File: src/rtl/logic16_arbiter_pkg.sv
// Shared constants for the two-requester bitwise logic arbiter:
// opcode encoding, FSM state encoding and the default datapath width.
package logic16_arbiter_pkg;

    localparam int WIDTH_DEFAULT = 16;

    typedef enum logic [1:0] {
        OP_NOT = 2'b00,
        OP_AND = 2'b01,
        OP_OR  = 2'b10,
        OP_XOR = 2'b11
    } op_e;

    typedef enum logic [1:0] {
        IDLE = 2'd0,
        EXEC = 2'd1,
        RESP = 2'd2
    } state_e;

endpackage

File: src/rtl/logic16_arbiter_if.sv
// One requester's command channel plus its response channel.
// The requester side uses the master modport, the arbiter the slave modport.
interface logic16_arbiter_if
    import logic16_arbiter_pkg::*;
#(
    parameter int WIDTH = WIDTH_DEFAULT
);
    logic             req_valid;
    logic             req_ready;
    logic [1:0]       req_op;
    logic [WIDTH-1:0] req_a;
    logic [WIDTH-1:0] req_b;
    logic             rsp_valid;
    logic             rsp_ready;
    logic [WIDTH-1:0] rsp_data;

    modport master (
        output req_valid, req_op, req_a, req_b, rsp_ready,
        input  req_ready, rsp_valid, rsp_data
    );

    modport slave (
        input  req_valid, req_op, req_a, req_b, rsp_ready,
        output req_ready, rsp_valid, rsp_data
    );
endinterface

File: src/rtl/logic16_arbiter_unit.sv
// Combinational bitwise logic unit: per-bit gate instances for NOT/AND/OR/XOR,
// followed by an opcode select. Operand b is ignored for NOT.
module logic16_unit
    import logic16_arbiter_pkg::*;
#(
    parameter int WIDTH = WIDTH_DEFAULT
) (
    input  logic [1:0]       i_op,
    input  logic [WIDTH-1:0] i_a,
    input  logic [WIDTH-1:0] i_b,
    output logic [WIDTH-1:0] o_out
);
    logic [WIDTH-1:0] w_not;
    logic [WIDTH-1:0] w_and;
    logic [WIDTH-1:0] w_or;
    logic [WIDTH-1:0] w_xor;

    generate
        for (genvar gi = 0; gi < WIDTH; gi++) begin : g_bit
            not u_not (w_not[gi], i_a[gi]);
            and u_and (w_and[gi], i_a[gi], i_b[gi]);
            or  u_or  (w_or[gi],  i_a[gi], i_b[gi]);
            xor u_xor (w_xor[gi], i_a[gi], i_b[gi]);
        end
    endgenerate

    // Select the gate bank named by the opcode
    always_comb begin
        o_out = w_not;
        case (i_op)
            OP_NOT:  o_out = w_not;
            OP_AND:  o_out = w_and;
            OP_OR:   o_out = w_or;
            OP_XOR:  o_out = w_xor;
            default: o_out = w_not;
        endcase
    end
endmodule

File: src/rtl/logic16_arbiter.sv
// Round-robin arbiter sharing one logic16_unit between two requesters.
// One transaction in flight: IDLE (accept) -> EXEC (compute) -> RESP (hold
// result until the owner takes it). The owner's priority passes to the other
// requester when its response completes.
module logic16_arbiter
    import logic16_arbiter_pkg::*;
#(
    parameter int WIDTH = WIDTH_DEFAULT
) (
    input  logic                clk,
    input  logic                rst_n,
    logic16_arbiter_if.slave    req0,
    logic16_arbiter_if.slave    req1,
    output logic                busy
);
    state_e           r_state;
    state_e           w_state_next;
    logic             r_prio;
    logic             r_owner;
    logic [1:0]       r_op;
    logic [WIDTH-1:0] r_a;
    logic [WIDTH-1:0] r_b;
    logic [WIDTH-1:0] r_rsp0_data;
    logic [WIDTH-1:0] r_rsp1_data;
    logic [WIDTH-1:0] w_result;

    logic w_grant0;
    logic w_grant1;
    logic w_ready0;
    logic w_ready1;
    logic w_accept;
    logic w_rsp_done;

    // When both ask, r_prio picks the winner; a lone requester always wins
    assign w_grant0   = req0.req_valid && (!req1.req_valid || !r_prio);
    assign w_grant1   = req1.req_valid && (!req0.req_valid ||  r_prio);
    assign w_ready0   = (r_state == IDLE) && w_grant0;
    assign w_ready1   = (r_state == IDLE) && w_grant1;
    assign w_accept   = w_ready0 || w_ready1;
    assign w_rsp_done = (r_state == RESP) &&
                        (r_owner ? req1.rsp_ready : req0.rsp_ready);

    assign req0.req_ready = w_ready0;
    assign req1.req_ready = w_ready1;
    assign req0.rsp_valid = (r_state == RESP) && !r_owner;
    assign req1.rsp_valid = (r_state == RESP) &&  r_owner;
    assign req0.rsp_data  = r_rsp0_data;
    assign req1.rsp_data  = r_rsp1_data;
    assign busy           = (r_state != IDLE);

    logic16_unit #(.WIDTH(WIDTH)) u_unit (
        .i_op  (r_op),
        .i_a   (r_a),
        .i_b   (r_b),
        .o_out (w_result)
    );

    // Next-state logic for the IDLE/EXEC/RESP sequence
    always_comb begin
        w_state_next = r_state;
        case (r_state)
            IDLE:    if (w_accept)   w_state_next = EXEC;
            EXEC:                    w_state_next = RESP;
            RESP:    if (w_rsp_done) w_state_next = IDLE;
            default:                 w_state_next = IDLE;
        endcase
    end

    // State register
    always_ff @(posedge clk or negedge rst_n) begin
        if (!rst_n) r_state <= IDLE;
        else        r_state <= w_state_next;
    end

    // Capture the winning command on its handshake edge
    always_ff @(posedge clk or negedge rst_n) begin
        if (!rst_n) begin
            r_op    <= 2'b00;
            r_a     <= '0;
            r_b     <= '0;
            r_owner <= 1'b0;
        end else if (w_accept) begin
            r_owner <= w_ready1;
            r_op    <= w_ready1 ? req1.req_op : req0.req_op;
            r_a     <= w_ready1 ? req1.req_a  : req0.req_a;
            r_b     <= w_ready1 ? req1.req_b  : req0.req_b;
        end
    end

    // Register the result into the owner's response data; the other side holds
    always_ff @(posedge clk or negedge rst_n) begin
        if (!rst_n) begin
            r_rsp0_data <= '0;
            r_rsp1_data <= '0;
        end else if (r_state == EXEC) begin
            if (r_owner) r_rsp1_data <= w_result;
            else         r_rsp0_data <= w_result;
        end
    end

    // Hand priority to the non-owner once the response is taken
    always_ff @(posedge clk or negedge rst_n) begin
        if (!rst_n)          r_prio <= 1'b0;
        else if (w_rsp_done) r_prio <= !r_owner;
    end
endmodule
File: src/flat_wrapper.sv
// flat-port wrapper written by rule: the top's interface ports become plain ports
module logic16_arbiter_flat import logic16_arbiter_pkg::*;
#(
    parameter int WIDTH = WIDTH_DEFAULT
)
  (clk, rst_n, busy, req0_req_valid, req0_req_op, req0_req_a, req0_req_b, req0_rsp_ready, req0_req_ready, req0_rsp_valid, req0_rsp_data, req1_req_valid, req1_req_op, req1_req_a, req1_req_b, req1_rsp_ready, req1_req_ready, req1_rsp_valid, req1_rsp_data);
  logic16_arbiter_if #(.WIDTH(WIDTH)) req0_i ();
  logic16_arbiter_if #(.WIDTH(WIDTH)) req1_i ();
  input  logic clk;
  input  logic rst_n;
  output logic busy;
  input wire logic [$bits(req0_i.req_valid)-1:0] req0_req_valid;
  input wire logic [$bits(req0_i.req_op)-1:0] req0_req_op;
  input wire logic [$bits(req0_i.req_a)-1:0] req0_req_a;
  input wire logic [$bits(req0_i.req_b)-1:0] req0_req_b;
  input wire logic [$bits(req0_i.rsp_ready)-1:0] req0_rsp_ready;
  output wire logic [$bits(req0_i.req_ready)-1:0] req0_req_ready;
  output wire logic [$bits(req0_i.rsp_valid)-1:0] req0_rsp_valid;
  output wire logic [$bits(req0_i.rsp_data)-1:0] req0_rsp_data;
  input wire logic [$bits(req1_i.req_valid)-1:0] req1_req_valid;
  input wire logic [$bits(req1_i.req_op)-1:0] req1_req_op;
  input wire logic [$bits(req1_i.req_a)-1:0] req1_req_a;
  input wire logic [$bits(req1_i.req_b)-1:0] req1_req_b;
  input wire logic [$bits(req1_i.rsp_ready)-1:0] req1_rsp_ready;
  output wire logic [$bits(req1_i.req_ready)-1:0] req1_req_ready;
  output wire logic [$bits(req1_i.rsp_valid)-1:0] req1_rsp_valid;
  output wire logic [$bits(req1_i.rsp_data)-1:0] req1_rsp_data;
  assign req0_i.req_valid = req0_req_valid;
  assign req0_i.req_op = req0_req_op;
  assign req0_i.req_a = req0_req_a;
  assign req0_i.req_b = req0_req_b;
  assign req0_i.rsp_ready = req0_rsp_ready;
  assign req0_req_ready = req0_i.req_ready;
  assign req0_rsp_valid = req0_i.rsp_valid;
  assign req0_rsp_data = req0_i.rsp_data;
  assign req1_i.req_valid = req1_req_valid;
  assign req1_i.req_op = req1_req_op;
  assign req1_i.req_a = req1_req_a;
  assign req1_i.req_b = req1_req_b;
  assign req1_i.rsp_ready = req1_rsp_ready;
  assign req1_req_ready = req1_i.req_ready;
  assign req1_rsp_valid = req1_i.rsp_valid;
  assign req1_rsp_data = req1_i.rsp_data;
  logic16_arbiter #(.WIDTH(WIDTH)) u_core (.clk(clk), .rst_n(rst_n), .req0(req0_i), .req1(req1_i), .busy(busy));
endmodule
File: config.mk
export PLATFORM = sky130hd
export DESIGN_NAME = logic16_arbiter_flat
export DESIGN_NICKNAME = d
export VERILOG_FILES = /design/src/rtl/logic16_arbiter_pkg.sv /design/src/rtl/logic16_arbiter_if.sv /design/src/rtl/logic16_arbiter_unit.sv /design/src/rtl/logic16_arbiter.sv /design/src/flat_wrapper.sv
export SDC_FILE = /design/constraint.sdc
export NUM_CORES = 1
export LEC_CHECK = 0
export ABC_AREA = 1
export CORE_MARGIN = 2
export CORE_UTILIZATION = 35
export DETAILED_ROUTE_END_ITERATION = 10
export RECOVER_POWER = 100
export SYNTH_ARGS = -nofsm -noshare
export SYNTH_HDL_FRONTEND = slang
export SYNTH_SLANG_ARGS = --single-unit
File: constraint.sdc
create_clock -name clk -period 3.83 [get_ports clk]
set_input_delay 0.5745 -clock clk [delete_from_list [all_inputs] [get_ports clk]]
set_output_delay 0.5745 -clock clk [all_outputs]
set_load 0.02 [all_outputs]
==> flow_summary.ini, run 1 <==
[drt]
viasPerCell = 4.50
drc_errors = 0
drt-wirelength-per-cell_um = 12.2
vias = 4076
firstDrtPassIters = 5
first_iter_violations = 330
wl_um = 11000
ant_nets = 0

[power]
power.total_mw = 4.55
power.leakage_nw = 3.27
peakVddDrop_mv = 0.288
powerDensity_nw_per_um2 = 771

[placement]
dp.cells = 889
postPlaceCellArea_um2 = 5610
hpwl_um = 8530
place_congestion = 0.801
port_buffers = 110
preCtsSetupSlack_ns = 0.972

[timing]
tightest_slew_ns = 1.55
fin_hold_ws_ns = 0.473
slew_headroom = -0.0362
final-setup-viol-count = 0
rsz0062_at_grt = no
finalCritPeriodShare = 0.772
worst_clock_skew_ns = 0.00456
period_needed_ns = 2.96
finalWorstSetupSlack_ns = 0.872
final-max-slew-violation-count = 29
clock.fmax_mhz = 338
finalHoldViolations = 0
finalSetupTns_ns = 0

[global_routing]
grt_max_degree = 44
antenna_found_initial = 0
grt_first_pass_wirelength_um = 18500
grt_pass1_vias = 3949
gr-total-overflow = 0
grt_usage = 0.173

[synthesis]
synth_cell_types = 18
syn_area_per_cell_um2 = 7.00
syn_area_um2 = 4410
synth_seq_area_share = 0.397
syn_inst = 630
syn_nets = 736
ys_warn_count = 0
ys_ff_latch = 70

[finish]
regArea_um2 = 1750
layout_commonest_cell = nand2_1
layout-drive-gt1-share = 0.0327
areaGrowthSynthToFinish_pct = 33.8
fin_util = 0.473
fillers = 1229
multi_input_area_um2 = 2040
final_area_um2 = 5900
final_cell_mix = 214 x nand2_1, 132 x nand3_1, 122 x inv_1
n_antenna_cell = 0
finalNetCount = 834
final_cells = 905

[worst_setup_path]
rrSetupSlack_ns = 1.06
r2r-end = u_core.r_b[15]
path_class = primary input to flip-flop
startpoint_type = primary input
crit_start = req1_req_valid
regToRegStartpoint = u_core.r_state[1]
r2r_cells = 7
cp_data_required_time_ns = 4.04
path_max_fanout = 37
endpoint = u_core.r_b[15]
endpoint_kind = flip-flop
arrival_ns = 3.16

[die]
core_area_um2 = 12500
ios = 111
die_x_um = 116
die_y_um = 116
rows = 41
die_area_um2 = 13500
start_util = 0.354

[clocking]
h-tree-depth = 3
cts_root_buf = clkbuf_16
cts_hold_buffers = 0
clock_sinks = 70
cts_tree = yes
clkTransAtPathRegs_ns = 0.05
clk-insertion-delay-late_ns = 0.33
cts_resized = 0
clk_path_buf_depth = 2
cts_buffers = 9
post_cts_buffers = 0

[hold_path]
hp-class = flip-flop to flip-flop

[outcome]
status = finished with violations
failed_checks = capacitance limit, slew limit

[run]
max_cap_viol_count = 1
## worst max-delay path, stage by stage
cell	delay, ns
clkdlybuf4s50_1	0.54
nand3_4	0.34
nand2_1	0.93
inv_2	0.52
nand2_1	0.18
nand2_1	0.07
## layout make-up
| type | count | area share |
|---|---|---|
| clock buffers | 13 | 0.0441 |
| clock inverters | 3 | 0.00721 |
| inverters | 125 | 0.0795 |
| multi-input cells | 408 | 0.346 |
| flip-flops and latches | 70 | 0.297 |
| well taps | 172 | 0.0365 |
| repair buffers | 114 | 0.190 |
## registers in the layout (all words and copies together), names as in the netlist
signal	count
u_core.r_owner	1
u_core.r_state	2
u_core.r_op	2
u_core.r_b	16
u_core.r_a	16
u_core.req1.rsp_data	16
u_core.r_prio	1
u_core.req0.rsp_data	16
## routing by layer
| layer | GRT usage | vias to the layer above | part of all wire |
|---|---|---|---|
| met5 | 0 | - | 0 |
| met2 | 0.275 | 97 | 0.44 |
| met3 | 0.0234 | 12 | 0.045 |
| li1 | - | 2126 | - |
| met4 | 0.0627 | 0 | 0.015 |
| met1 | 0.243 | 1841 | 0.50 |
## Yosys cell counts, drive strengths merged
cell | instances | area (um2)
dfrtp | 70 | 1750
ha | 32 | 400
clkbuf | 10 | 37.5
o21bai | 9 | 67.6
nand2 | 214 | 806
nand3 | 133 | 678
buf | 17 | 108
nor2 | 16 | 72.6
o21ai | 4 | 20.0
inv | 125 | 469
## worst min-delay path by stage
stage / end / slack [ns] / depth (start not counted) / from
after floorplan: u_core.r_a[0] / 0.28 / 0 / rst_n
after global placement: u_core.req0.rsp_data[6] / 0.47 / 2 / u_core.req0.rsp_data[6]
after detailed placement: u_core.req1.rsp_data[6] / 0.47 / 2 / u_core.req1.rsp_data[6]
after CTS: u_core.req0.rsp_data[3] / 0.28 / 1 / rst_n
after global routing: u_core.req1.rsp_data[12] / 0.50 / 2 / u_core.req1.rsp_data[12]
final: u_core.req1.rsp_data[5] / 0.47 / 2 / u_core.req1.rsp_data[5]
## where the power goes
part | total (mW) | switching (mW) | internal [mW] | leakage, nW
Sequential | 1.47 | 0.362 | 1.10 | 0.866
Combinational | 2.25 | 1.39 | 0.859 | 2.26
Clock | 0.835 | 0.297 | 0.538 | 0.146
Total | 4.55 | 2.05 | 2.50 | 3.27
## kinds of logic after synthesis
group	share of synthesized area
simple gates	0.353
buf+inv	0.139
flops	0.397
fa+ha+maj	0.0908
compound gates	0.0199
No activity file was read; power rests on OpenSTA's default activity.
==> inputs of run 2 (changes only) <==
clock period = 3.1 ns   (was 3.83 ns; I/O delays follow)
==> flow_summary.ini, run 2 (synthesized netlist as in run 1, its figures left out) <==
[worst_setup_path]
path_max_fanout = 35
cp_data_required_time_ns = 2.63
arrival_ns = 2.14
cp_cell_sequence = nor2_4 > clkbuf_2 > inv_1 > clkdlybuf4s50_1
path_class = flip-flop to primary output
startpoint_type = flip-flop
endpoint_kind = primary output
r2r_cells = 8
slowest_delay_ns = 0.57
crit_slowest_cell = clkbuf_2

[drt]
ant_nets = 0
viasPerCell = 4.51
first_iter_violations = 162
vias = 4102
wl_um = 11100
firstDrtPassIters = 4
drt-wirelength-per-cell_um = 12.2
drc_errors = 0

[timing]
fin_hold_ws_ns = 0.142
worst_clock_skew_ns = 0.00390
final-setup-viol-count = 0
rsz0062_at_grt = no
finalSetupTns_ns = 0
finalCritPeriodShare = 0.841
period_needed_ns = 2.61
tightest_slew_ns = 1.72
final-max-slew-violation-count = 32
finalHoldViolations = 0
clock.fmax_mhz = 383
slew_headroom = -0.145

[global_routing]
grt_pass1_vias = 3959
grt_max_degree = 37
grt_usage = 0.174
grt_first_pass_wirelength_um = 18800
antenna_found_initial = 0
gr-total-overflow = 0

[die]
die_x_um = 116
rows = 41
die_area_um2 = 13500
start_util = 0.354
die_y_um = 116
core_area_um2 = 12500
ios = 111

[run]
max_cap_viol_count = 1

[power]
peakVddDrop_mv = 0.769
p_int_mw = 3.11
switchingPower_mw = 2.53
power.total_mw = 5.64
comb_power_share = 0.499
power.leakage_nw = 3.29
switching_share = 0.449
p_seq_frac = 0.319
powerDensity_nw_per_um2 = 952
p_clk_frac = 0.182

[finish]
layout-drive-gt1-share = 0.0352
final_cell_mix = 214 x nand2_1, 132 x nand3_1, 123 x inv_1
finalNetCount = 839
layout_commonest_cell = nand2_1
n_antenna_cell = 0
areaGrowthSynthToFinish_pct = 34.4

[clocking]
post_cts_buffers = 0
h-tree-depth = 3
cts_hold_buffers = 0
cts_tree = yes
clkTransAtPathRegs_ns = 0.05
cts_resized = 0
clk_path_buf_depth = 2
clock_sinks = 70
cts_root_buf = clkbuf_16
clk-insertion-delay-late_ns = 0.33
cts_buffers = 9

[outcome]
failed_checks = capacitance limit, slew limit
status = finished with violations

[placement]
port_buffers = 110
place_congestion = 0.812
hpwl_um = 8500

[hold_path]
hp-class = primary input to async pin
[run 2: cell count changes in the layout (fill, tap and decap cells not counted)]
cell and delta:
buf_4 +3, clkbuf_1 +2, inv_1 +1, inv_2 -1
[run 2: final timing paths]
check	from	end	slack, ns
setup / recovery	u_core.r_state[1]	busy	0.49
hold / removal	rst_n	u_core.r_a[3]	0.14
setup reg to reg	u_core.r_prio	u_core.r_a[9]	0.92
hold reg to reg	u_core.req0.rsp_data[14]	u_core.req0.rsp_data[14]	0.47
max in group asynchronous	rst_n	u_core.r_a[9]	0.93
min in group clk	u_core.req0.rsp_data[14]	u_core.req0.rsp_data[14]	0.47
[run 2: layout make-up]
class | count | area (um2)
clock buffers | 13 | 260
clock inverters | 3 | 42.5
fillers | 1252 | 6540
inverters | 125 | 469
multi-input cells | 408 | 2040
flip-flops and latches | 70 | 1750
well taps | 172 | 215
repair buffers | 119 | 1150
[run 2: routing by layer]
layer,vias to the layer above,part of all wire,track usage
met5,-,0,0
met1,1856,0.50,0.251
met3,12,0.049,0.0306
met4,0,0.012,0.0500
li1,2133,-,-
met2,101,0.44,0.268
[run 2: power by group through the flow]
stage | clock [mW] | sequential (mW) | combinational, mW
after floorplan | 0 | 1.89 | 1.81
after global placement | 0 | 1.81 | 2.83
after detailed placement | 0 | 1.83 | 2.92
after CTS | 1.05 | 1.82 | 2.94
after global routing | 1.09 | 1.88 | 3.23
final | 1.03 | 1.80 | 2.81
[run 2: stage by stage]
stage                     instances  worst slack, ns  area [um2]  utilization
after floorplan                 630             1.52        4410            -
after global placement          894            0.787        5640        0.453
after detailed placement        894            0.764        5640        0.453
after CTS                       910            0.734        5950        0.477
after global routing            910            0.374        5930        0.476
final                           910            0.492        5930        0.476
[run 2: worst max-delay path, delay by kind of cell, from the launching register on]
family	cells	cell delay, ns
buf+inv	3	1.24
flops	1	0.40
simple gates	1	0.17
